**config.mk**
```make
export PLATFORM = sky130hd
export DESIGN_NAME = control_unit_flat
export DESIGN_NICKNAME = d
export VERILOG_FILES = /design/src/rtl/control_unit_pkg.sv /design/src/rtl/control_unit_if.sv /design/src/rtl/control_unit_opdecode.sv /design/src/rtl/control_unit.sv /design/src/flat_wrapper.sv
export SDC_FILE = /design/constraint.sdc
export NUM_CORES = 1
export LEC_CHECK = 0
export CORE_MARGIN = 4
export CORE_UTILIZATION = 28
export CTS_CLUSTER_DIAMETER = 200
export CTS_CLUSTER_SIZE = 28
export DETAILED_ROUTE_END_ITERATION = 12
export PLACE_DENSITY = 0.84
export SLEW_MARGIN = 10
export SYNTH_ARGS = -nofsm -noshare
export SYNTH_HDL_FRONTEND = slang
export SYNTH_SLANG_ARGS = --single-unit
```
**constraint.sdc**
```tcl
create_clock -name clock -period 3.2 [get_ports clock]
set_clock_uncertainty 0.1 [all_clocks]
set_input_delay 0.32 -clock clock [delete_from_list [all_inputs] [get_ports clock]]
set_output_delay 0.32 -clock clock [all_outputs]
set_load 0.02 [all_outputs]
```
**src/rtl/control_unit_pkg.sv**
```systemverilog
// Shared definitions for the hardwired control sequencer: opcodes, FSM states,
// IR field positions and the decoder's result types.
package cpu_ctrl_pkg;

    localparam int OPW = 5;
    localparam int IRW = 32;

    // IR field positions
    localparam int OP_HI = 31;
    localparam int OP_LO = 27;
    localparam int RA_HI = 26;
    localparam int RA_LO = 23;
    localparam int RB_HI = 22;
    localparam int RB_LO = 19;
    localparam int RC_HI = 18;
    localparam int RC_LO = 15;

    localparam logic [OPW-1:0] OP_ADD  = 5'b00011;
    localparam logic [OPW-1:0] OP_SUB  = 5'b00100;
    localparam logic [OPW-1:0] OP_AND  = 5'b00101;
    localparam logic [OPW-1:0] OP_OR   = 5'b00110;
    localparam logic [OPW-1:0] OP_ADDI = 5'b01100;
    localparam logic [OPW-1:0] OP_ANDI = 5'b01101;
    localparam logic [OPW-1:0] OP_ORI  = 5'b01110;
    localparam logic [OPW-1:0] OP_NOP  = 5'b11010;
    localparam logic [OPW-1:0] OP_HALT = 5'b11011;

    typedef enum logic [3:0] {
        S_RST  = 4'd0,
        T0     = 4'd1,
        T1     = 4'd2,
        T2     = 4'd3,
        T3     = 4'd4,
        T4     = 4'd5,
        T5     = 4'd6,
        S_HALT = 4'd7,
        S_WAIT = 4'd8
    } state_t;

    typedef enum logic [2:0] {
        CLS_REG,
        CLS_IMM,
        CLS_NOP,
        CLS_HALT,
        CLS_ILLEGAL
    } op_class_t;

    typedef struct packed {
        logic add_sel;
        logic sub_sel;
        logic and_sel;
        logic or_sel;
    } alu_sel_t;

endpackage

```
**src/rtl/control_unit_if.sv**
```systemverilog
// Control-unit <-> datapath signal bundle. master = control unit (drives strobes),
// slave = datapath (supplies IR contents and memory-ready).
interface control_unit_if #(
    parameter int IRW = 32
);
    logic [IRW-1:0] ir;
    logic           mem_ready;

    logic PCout, PCin, IncPC, MARin, Read, MD_read, MDRin, MDRout, IRin;
    logic Yin, Zlowin, Zlowout, Gra, Grb, Grc, Rin, Rout, BAout, Csignout;
    logic ADD, SUB, AND, OR;
    logic run, illegal;

    modport master (
        input  ir, mem_ready,
        output PCout, PCin, IncPC, MARin, Read, MD_read, MDRin, MDRout, IRin,
        output Yin, Zlowin, Zlowout, Gra, Grb, Grc, Rin, Rout, BAout, Csignout,
        output ADD, SUB, AND, OR, run, illegal
    );

    modport slave (
        output ir, mem_ready,
        input  PCout, PCin, IncPC, MARin, Read, MD_read, MDRin, MDRout, IRin,
        input  Yin, Zlowin, Zlowout, Gra, Grb, Grc, Rin, Rout, BAout, Csignout,
        input  ADD, SUB, AND, OR, run, illegal
    );
endinterface

```
**src/rtl/control_unit_opdecode.sv**
```systemverilog
// Opcode classifier: maps ir[31:27] to an instruction class and a one-hot ALU select.
module ctrl_opdecode
    import cpu_ctrl_pkg::*;
#(
    parameter int OPW = 5
) (
    input  logic [OPW-1:0] opcode,
    output op_class_t      op_class,
    output alu_sel_t       alu_sel
);

    always_comb begin
        // NOTE: every output gets a default before the case so no latch is inferred.
        op_class = CLS_ILLEGAL;
        alu_sel  = '0;
        unique case (opcode)
            OP_ADD:  begin op_class = CLS_REG; alu_sel.add_sel = 1'b1; end
            OP_SUB:  begin op_class = CLS_REG; alu_sel.sub_sel = 1'b1; end
            OP_AND:  begin op_class = CLS_REG; alu_sel.and_sel = 1'b1; end
            OP_OR:   begin op_class = CLS_REG; alu_sel.or_sel  = 1'b1; end
            OP_ADDI: begin op_class = CLS_IMM; alu_sel.add_sel = 1'b1; end
            OP_ANDI: begin op_class = CLS_IMM; alu_sel.and_sel = 1'b1; end
            OP_ORI:  begin op_class = CLS_IMM; alu_sel.or_sel  = 1'b1; end
            OP_NOP:  op_class = CLS_NOP;
            OP_HALT: op_class = CLS_HALT;
            default: op_class = CLS_ILLEGAL;
        endcase
    end

endmodule

```
**src/rtl/control_unit.sv**
```systemverilog
// Hardwired control sequencer: fetch T0-T2, opcode-selected execute T3-T5.
// Optional CTRL_SINGLE_STEP_EN adds a step input and parks in S_WAIT between instructions.
module control_unit
    import cpu_ctrl_pkg::*;
#(
    parameter int OPW = 5,
    parameter int IRW = 32
) (
    input  logic clock,
    input  logic clear,
`ifdef CTRL_SINGLE_STEP_EN
    input  logic step,
`endif
    control_unit_if.master bus
);

`ifdef CTRL_SINGLE_STEP_EN
    localparam state_t S_NEXT_INSN = S_WAIT;
`else
    localparam state_t S_NEXT_INSN = T0;
`endif

    state_t         state, state_next;
    logic           illegal_q;
    logic [OPW-1:0] opcode;
    op_class_t      op_class;
    alu_sel_t       alu_sel;

    assign opcode = bus.ir[IRW-1 -: OPW];

    ctrl_opdecode #(.OPW(OPW)) u_opdecode (
        .opcode   (opcode),
        .op_class (op_class),
        .alu_sel  (alu_sel)
    );

    // NOTE: sequential state uses non-blocking assignments under an async active-low clear.
    always_ff @(posedge clock or negedge clear) begin
        if (!clear) begin
            state     <= S_RST;
            illegal_q <= 1'b0;
        end else begin
            state <= state_next;
            if (state == T3 && op_class == CLS_ILLEGAL) illegal_q <= 1'b1;
        end
    end

    assign bus.illegal = illegal_q;

    always_comb begin
        state_next   = state;
        bus.PCout    = 1'b0;
        bus.PCin     = 1'b0;
        bus.IncPC    = 1'b0;
        bus.MARin    = 1'b0;
        bus.Read     = 1'b0;
        bus.MD_read  = 1'b0;
        bus.MDRin    = 1'b0;
        bus.MDRout   = 1'b0;
        bus.IRin     = 1'b0;
        bus.Yin      = 1'b0;
        bus.Zlowin   = 1'b0;
        bus.Zlowout  = 1'b0;
        bus.Gra      = 1'b0;
        bus.Grb      = 1'b0;
        bus.Grc      = 1'b0;
        bus.Rin      = 1'b0;
        bus.Rout     = 1'b0;
        bus.BAout    = 1'b0;
        bus.Csignout = 1'b0;
        bus.ADD      = 1'b0;
        bus.SUB      = 1'b0;
        bus.AND      = 1'b0;
        bus.OR       = 1'b0;
        bus.run      = 1'b0;

        case (state)
            S_RST: state_next = T0;
            T0: begin
                bus.run    = 1'b1;
                bus.PCout  = 1'b1;
                bus.MARin  = 1'b1;
                bus.IncPC  = 1'b1;
                bus.Zlowin = 1'b1;
                state_next = T1;
            end
            T1: begin
                bus.run     = 1'b1;
                bus.Zlowout = 1'b1;
                bus.PCin    = 1'b1;
                bus.Read    = 1'b1;
                bus.MD_read = 1'b1;
                bus.MDRin   = 1'b1;
                if (bus.mem_ready) state_next = T2;
            end
            T2: begin
                bus.run    = 1'b1;
                bus.MDRout = 1'b1;
                bus.IRin   = 1'b1;
                state_next = T3;
            end
            T3: begin
                bus.run = 1'b1;
                case (op_class)
                    CLS_REG, CLS_IMM: begin
                        // addi sources the base through BAout so that R0 reads as zero
                        bus.Grb    = 1'b1;
                        bus.Yin    = 1'b1;
                        bus.BAout  = (opcode == OP_ADDI);
                        bus.Rout   = (opcode != OP_ADDI);
                        state_next = T4;
                    end
                    CLS_NOP: state_next = S_NEXT_INSN;
                    default: state_next = S_HALT;
                endcase
            end
            T4: begin
                bus.run      = 1'b1;
                bus.Zlowin   = 1'b1;
                bus.Grc      = (op_class == CLS_REG);
                bus.Rout     = (op_class == CLS_REG);
                bus.Csignout = (op_class == CLS_IMM);
                bus.ADD      = alu_sel.add_sel;
                bus.SUB      = alu_sel.sub_sel;
                bus.AND      = alu_sel.and_sel;
                bus.OR       = alu_sel.or_sel;
                state_next   = T5;
            end
            T5: begin
                bus.run     = 1'b1;
                bus.Zlowout = 1'b1;
                bus.Gra     = 1'b1;
                bus.Rin     = 1'b1;
                state_next  = S_NEXT_INSN;
            end
            S_HALT: state_next = S_HALT;
            S_WAIT: begin
                bus.run = 1'b1;
`ifdef CTRL_SINGLE_STEP_EN
                if (step) state_next = T0;
`else
                state_next = T0;
`endif
            end
            default: state_next = S_RST;
        endcase
    end

endmodule

```
**src/flat_wrapper.sv**
```systemverilog
// flat-port wrapper written by rule: the top's interface ports become plain ports
module control_unit_flat import cpu_ctrl_pkg::*;
#(
    parameter int OPW = 5,
    parameter int IRW = 32
)
  (clock, clear, bus_ir, bus_mem_ready, bus_PCout, bus_PCin, bus_IncPC, bus_MARin, bus_Read, bus_MD_read, bus_MDRin, bus_MDRout, bus_IRin, bus_Yin, bus_Zlowin, bus_Zlowout, bus_Gra, bus_Grb, bus_Grc, bus_Rin, bus_Rout, bus_BAout, bus_Csignout, bus_ADD, bus_SUB, bus_AND, bus_OR, bus_run, bus_illegal);
  control_unit_if #(.IRW(IRW)) bus_i ();
  input  logic clock;
  input  logic clear;
  input wire logic [$bits(bus_i.ir)-1:0] bus_ir;
  input wire logic [$bits(bus_i.mem_ready)-1:0] bus_mem_ready;
  output wire logic [$bits(bus_i.PCout)-1:0] bus_PCout;
  output wire logic [$bits(bus_i.PCin)-1:0] bus_PCin;
  output wire logic [$bits(bus_i.IncPC)-1:0] bus_IncPC;
  output wire logic [$bits(bus_i.MARin)-1:0] bus_MARin;
  output wire logic [$bits(bus_i.Read)-1:0] bus_Read;
  output wire logic [$bits(bus_i.MD_read)-1:0] bus_MD_read;
  output wire logic [$bits(bus_i.MDRin)-1:0] bus_MDRin;
  output wire logic [$bits(bus_i.MDRout)-1:0] bus_MDRout;
  output wire logic [$bits(bus_i.IRin)-1:0] bus_IRin;
  output wire logic [$bits(bus_i.Yin)-1:0] bus_Yin;
  output wire logic [$bits(bus_i.Zlowin)-1:0] bus_Zlowin;
  output wire logic [$bits(bus_i.Zlowout)-1:0] bus_Zlowout;
  output wire logic [$bits(bus_i.Gra)-1:0] bus_Gra;
  output wire logic [$bits(bus_i.Grb)-1:0] bus_Grb;
  output wire logic [$bits(bus_i.Grc)-1:0] bus_Grc;
  output wire logic [$bits(bus_i.Rin)-1:0] bus_Rin;
  output wire logic [$bits(bus_i.Rout)-1:0] bus_Rout;
  output wire logic [$bits(bus_i.BAout)-1:0] bus_BAout;
  output wire logic [$bits(bus_i.Csignout)-1:0] bus_Csignout;
  output wire logic [$bits(bus_i.ADD)-1:0] bus_ADD;
  output wire logic [$bits(bus_i.SUB)-1:0] bus_SUB;
  output wire logic [$bits(bus_i.AND)-1:0] bus_AND;
  output wire logic [$bits(bus_i.OR)-1:0] bus_OR;
  output wire logic [$bits(bus_i.run)-1:0] bus_run;
  output wire logic [$bits(bus_i.illegal)-1:0] bus_illegal;
  assign bus_i.ir = bus_ir;
  assign bus_i.mem_ready = bus_mem_ready;
  assign bus_PCout = bus_i.PCout;
  assign bus_PCin = bus_i.PCin;
  assign bus_IncPC = bus_i.IncPC;
  assign bus_MARin = bus_i.MARin;
  assign bus_Read = bus_i.Read;
  assign bus_MD_read = bus_i.MD_read;
  assign bus_MDRin = bus_i.MDRin;
  assign bus_MDRout = bus_i.MDRout;
  assign bus_IRin = bus_i.IRin;
  assign bus_Yin = bus_i.Yin;
  assign bus_Zlowin = bus_i.Zlowin;
  assign bus_Zlowout = bus_i.Zlowout;
  assign bus_Gra = bus_i.Gra;
  assign bus_Grb = bus_i.Grb;
  assign bus_Grc = bus_i.Grc;
  assign bus_Rin = bus_i.Rin;
  assign bus_Rout = bus_i.Rout;
  assign bus_BAout = bus_i.BAout;
  assign bus_Csignout = bus_i.Csignout;
  assign bus_ADD = bus_i.ADD;
  assign bus_SUB = bus_i.SUB;
  assign bus_AND = bus_i.AND;
  assign bus_OR = bus_i.OR;
  assign bus_run = bus_i.run;
  assign bus_illegal = bus_i.illegal;
  control_unit #(.OPW(OPW), .IRW(IRW)) u_core (.clock(clock), .clear(clear), .bus(bus_i));
endmodule
```
# == Word level (Yosys, flattened, before mapping) ==
# Cells that the tools add are included.
# op_classes
n_eq_ne,22
n_mux,27
n_reduce_logical,13
# ops
cell,count
4-bit one-hot mux with 7 select lines,1
1-bit 2-to-1 mux,22
4-bit by 3-bit == test with 1-bit output (second input constant),4
5-bit by 3-bit == test with 1-bit output (second input constant),3
5-bit by 4-bit == test with 1-bit output (second input constant),3
3-bit one-hot mux with 4 select lines,1
2-bit OR reduction,6
5-bit == test (second input constant),2
4-bit by 2-bit == test with 1-bit output (second input constant),2
7-bit OR reduction,1
3-bit one-hot mux with 2 select lines,1
3-bit OR reduction,2
5-bit by 2-bit == test with 1-bit output (second input constant),1
5-bit by 4-bit != test with 1-bit output (second input constant),1
4-bit by 1-bit == test with 1-bit output (second input constant),1
4-bit == test (second input constant),1
4-bit zero test,1
4-bit 2-to-1 mux,1
4-bit OR reduction,1
3-bit by 1-bit == test with 1-bit output (second input constant),1
3-bit by 2-bit == test with 1-bit output (second input constant),1
3-bit == test (second input constant),1
3-bit zero test,1
2-bit != test (second input constant),1
2 further kinds,2
# word_totals
elab_cells,64
reg_bits,5
output_inout_bits,25

# == Depth between registers and ports, before layout ==
# logic_depth
word_depth,7
mapped_depth,5

# == Modules after synthesis ==
# From an unflattened synthesis, not the netlist that was laid out.
# hier_totals
hier_cells,68
hier_area_um2,551.8
# by_module_without_submodules
module,seq_area_each_um2,instances,area_each_um2,cells_each
control_unit,100.1,1,452.9,53
ctrl_opdecode,0.0,1,98.8,15

# == Worst setup path before layout ==
# Ideal clock, no wire load.
# synth_path
kind,register -> output
from,register u_core.state[1]
to,output port bus_SUB
t_required_ns,2.780
t_arrival_ns,1.655
slack_ns,1.125
path_stages_with_launch,4
path_buffers,0
cell_sequence,dfrtp_1 -> nor2b_1 -> nand3_1 -> nor4_1
# synth_between
elab_chain_len,2
# synth_lines
element,line,text
from (decl),control_unit.sv:23,"state_t state, state_next;"
from (signal assigned),control_unit.sv:43,state <= state_next;
4-bit by 3-bit == test with 1-bit output,control_unit.sv:77,case (state)
1-bit 2-to-1 mux,control_unit.sv:77,
to (decl),flat_wrapper.sv:33,output wire logic [$bits(bus_i.SUB)-1:0] bus_SUB;
# No other way between the ends.

# == Worst setup path in the final report ==
# layout_path
from,input port bus_ir[27]
to,output port bus_BAout
# layout_between
elab_chain_len,7
# layout_lines
element,line,text
from (decl),flat_wrapper.sv:11,input wire logic [$bits(bus_i.ir)-1:0] bus_ir;
"5-bit by 3-bit == test with 1-bit output, or another cell as far along",control_unit_opdecode.sv:16,unique case (opcode)
4-bit OR reduction (no source line) or 3-bit OR reduction (tied branches),-,
3-bit one-hot mux with 4 select lines,control_unit_opdecode.sv:16,
3-bit by 1-bit == test with 1-bit output or 3-bit zero test (tied branches),control_unit.sv:104,case (op_class)
2-bit OR reduction,control_unit.sv:104,
1-bit 2-to-1 mux (*),control_unit.sv:104,
1-bit 2-to-1 mux (*),control_unit.sv:77,
to (decl),flat_wrapper.sv:30,output wire logic [$bits(bus_i.BAout)-1:0] bus_BAout;
# Mark *: on every way between the ends. The rest lies on a longest branch, timed or not.

==> reports/results.md <==
| Quantity | Value | Unit |
|---|---|---|
| Status | complete, no violations | - |
| Post-synthesis instance total | 65 | - |
| Max-cap viol count | 0 | - |
| Final RePlAce weighted congestion | 0.694 | - |
| Sequential fraction of design power | 0.367 | - |
| Number of buffers added on ports | 32 | - |
| Avg Synthesized Cell Area | 7.87 | um2 |
| Final count of hold timing violations | 0 | - |
| Delay of the slowest cell on the worst path | 0.65 | ns |
| Number of setup violations in the final report | 0 | - |
| Total Routing Usage GR | 0.115 | - |
| Proportion of layout cells with a drive suffix above 1 | 0.102 | - |
| Post-Route Hold Slack | 0.190 | ns |
| Endpoint type of the worst setup path | output port | - |
| Y dimension of the die | 50.8 | um |
| Library cell with the highest instance count after synthesis | buf_4 | - |
| Total placed instance area | 781 | um2 |
| Final Critical Period | 2.65 | ns |
| Routed via count | 547 | - |
| Top cell type's share of synthesized area | 0.196 | - |
| Maximum ir drop on the vdd rail | 0.000129 | V |
| Setup slack at placement | 0.529 | ns |
| Clock edge transition at the registers on the reported setup and hold paths | 0.04 | ns |
| Count of yosys warnings during synthesis | 0 | - |
| Number of fillers in the final layout | 176 | - |
| Pin count of the biggest net entering global routing | 16 | - |
| Number of clock sinks seen by CTS | 4 | - |
| Number of synthesized register bits | 4 | - |
| Reported net switching power | 32.3 | uW |
| Worst slew margin | 0.643 | - |
| Total wire length | 1.36 | mm |
| Layout Cell Area excl Fill | 803 | um2 |
| Number of distinct library cells after synthesis | 32 | - |
| # nets final | 125 | - |
| Data arrival time of the critical path | 2.23 | ns |
| RSZ-0062 raised after global routing | false | - |
| Kind of path behind the tightest hold check | in -> async | - |
| Data required time at the worst endpoint | 2.78 | ns |
| Peak fanout along the critical path | 10 | - |
| Cell-by-cell trace of the critical path | clkdlybuf4s50_1 > nand4bb_1 > a21o_2 > nor3_2 > clkdlybuf4s50_1 | - |
| Detailed-placement wirelength estimate | 1.08 | mm |
| Remaining global-route overflow | 0 | - |
| CTS Hold Bufs | 0 | - |
| Wire per inst | 12.0 | um |
| Part of the total power dissipated in the clock network | 0.449 | - |
| Placeable core area | 1730 | um2 |
| Post-synth top cells | buf_4 (9), nor2_1 (6), dfrtp_1 (4), nand2_1 (4), nor2b_1 (4) | - |
| Maximum operating frequency | 0.377 | GHz |
| Portion of the post-synthesis area used by sequential elements | 0.196 | - |
| Most frequent CP cell | clkdlybuf4s50_1 | - |
| Setup ws final | 0.546 | ns |
| Leakage power total | 0.273 | nW |
| Combinational cell fraction of total power | 0.184 | - |
| First-pass DRT Iterations | 4 | - |
| Slew Viols, Final | 0 | - |
| Tcrit/Tclk final | 0.829 | - |
| Resized cells post-CTS | 0 | - |
| Number of antenna violations at the first check in global routing | 0 | - |
| Master cell of the clock root buffer | clkbuf_4 | - |
| Total power | 139 | uW |
| Setup total negative slack | 0 | ns |
| Iteration-0 DRC Markers | 7 | - |
| Effective utilization at floorplan | 0.296 | - |
| Internal power | 106 | uW |
| Net count of the mapped netlist | 100 | - |
| Die Width | 50.8 | um |
| Async set or reset register ratio after synthesis | 1.00 | - |
| Type of the worst setup path | in -> out | - |
| Power density normalized to cell area | 172 | nW/um2 |
| H-tree Lvls | 1 | - |
| Crit path max-delay cell type | clkdlybuf4s50_1 | - |
| Remaining DRCs | 0 | - |
| Ant diodes | 0 | - |
| Area grow syn2layout | 57.0 | % |
| CTS buffer count | 3 | - |
| Critical Path Source Type | primary input | - |
| Max Buffers Root-to-Sink | 2 | - |
| Slew at the pin closest to its max-slew limit | 0.535 | ns |
| Clock Latency Late Sink | 0.23 | ns |
| Largest cells by area after synthesis | dfrtp_1 (20%), buf_4 (13%), nor2b_1 (4.9%), nand4bb_1 (4.4%), nor2_1 (4.4%) | - |
| Buffers inserted by post-CTS timing repair | 0 | - |
| Number of synthesized flops with an enable pin | 0 | - |
| Sw Ratio | 0.233 | - |
| Clock tree from TritonCTS | built | - |
| Number of global-route vias before repair | 478 | - |
| Antenna-violating nets left | 0 | - |
| Number of primary I/O pins | 60 | - |
| Netlist area before placement | 512 | um2 |
| Primary flip-flop cell chosen by synthesis mapping | dfrtp_1 | - |
| Die Outline Area | 2580 | um2 |
| Global-route wire length before repair | 2.19 | mm |
| Synth area leader | dfrtp_1 | - |
| Internal reg-to-reg setup slack | 1.74 | ns |
| Average via count per standard cell | 4.84 | - |
| Site row count | 15 | - |
-- through the flow --
| stage | cells | utilization |
|---|---|---|
| after floorplan | 65 | - |
| after global placement | 110 | 0.452 |
| after detailed placement | 110 | 0.452 |
| after CTS | 113 | 0.465 |
| after global routing | 113 | 0.465 |
| final | 113 | 0.465 |
-- critical path: cells and delay by family --
family	cells	cell delay [ns]
and+or+nand+nor	2	0.37
AOI/OAI and AO/OA	1	0.28
buffers and inverters	2	1.27
-- sequential cells by signal, indices dropped and copies added (netlist names) --
register	cells
u_core.state	3
u_core.bus.illegal	1
-- power by group through the flow --
| stage | combinational (mW) | sequential, mW | clock [mW] |
|---|---|---|---|
| 3_5_place_dp | 0.0255 | 0.0515 | 0 |
| 2_1_floorplan | 0.0115 | 0.0515 | 0 |
| 4_1_cts | 0.0256 | 0.0509 | 0.0649 |
| 6_report | 0.0255 | 0.0509 | 0.0622 |
| 5_1_grt | 0.0278 | 0.0508 | 0.0743 |
| 3_3_place_gp | 0.0249 | 0.0515 | 0 |
-- cells in the final DEF, fill, tap and decap left out, types with 2 or more instances in the layout --
cell             count
clkdlybuf4s50_1     32
nor2_1               6
nand2_1              4
nor2b_1              4
dfrtp_1              4
nor3b_1              3
a21oi_1              3
clkbuf_4             3
nor3_1               2
nand4bb_1            2
a211oi_1             2
nand4b_1             2
o21ai_1              2
-- area by class of cell --
class,instances,area [um2],share of cell area
multi-input cells,48,325,0.405
inverters,1,3.75,0.00467
well taps,25,31.3,0.0389
clock buffers,3,22.5,0.0280
flip-flops and latches,4,100,0.125
repair buffers,32,320,0.399
-- kinds of logic (layout without fill, tap and decap cells) --
kind of cell	count (synthesis)	count (layout)	share of synthesized area
AO/OA/AOI/OAI	16	16	0.230
buffers and inverters	13	36	0.169
flip-flops	4	4	0.196
AND/OR/NAND/NOR	32	32	0.406
-- final timing paths --
check | startpoint | end | cells after the start
worst min-delay path | clear | u_core.state[2] | 1
worst max register to register | u_core.state[1] | u_core.state[1] | 3
worst max-delay path | bus_ir[27] | bus_BAout | 5
max in group asynchronous | clear | u_core.state[1] | 1
min in group clock | u_core.bus.illegal | u_core.bus.illegal | 1
worst min register to register | u_core.bus.illegal | u_core.bus.illegal | 1
-- per-layer routing --
layer	vias to the layer above	track usage	wire, um
li1	277	-	-
met1	247	0.144	589
met2	19	0.163	678
met3	4	0.0297	56
met4	0	0.0942	36
met5	-	0	0
Power figures use the tool's default switching activity.
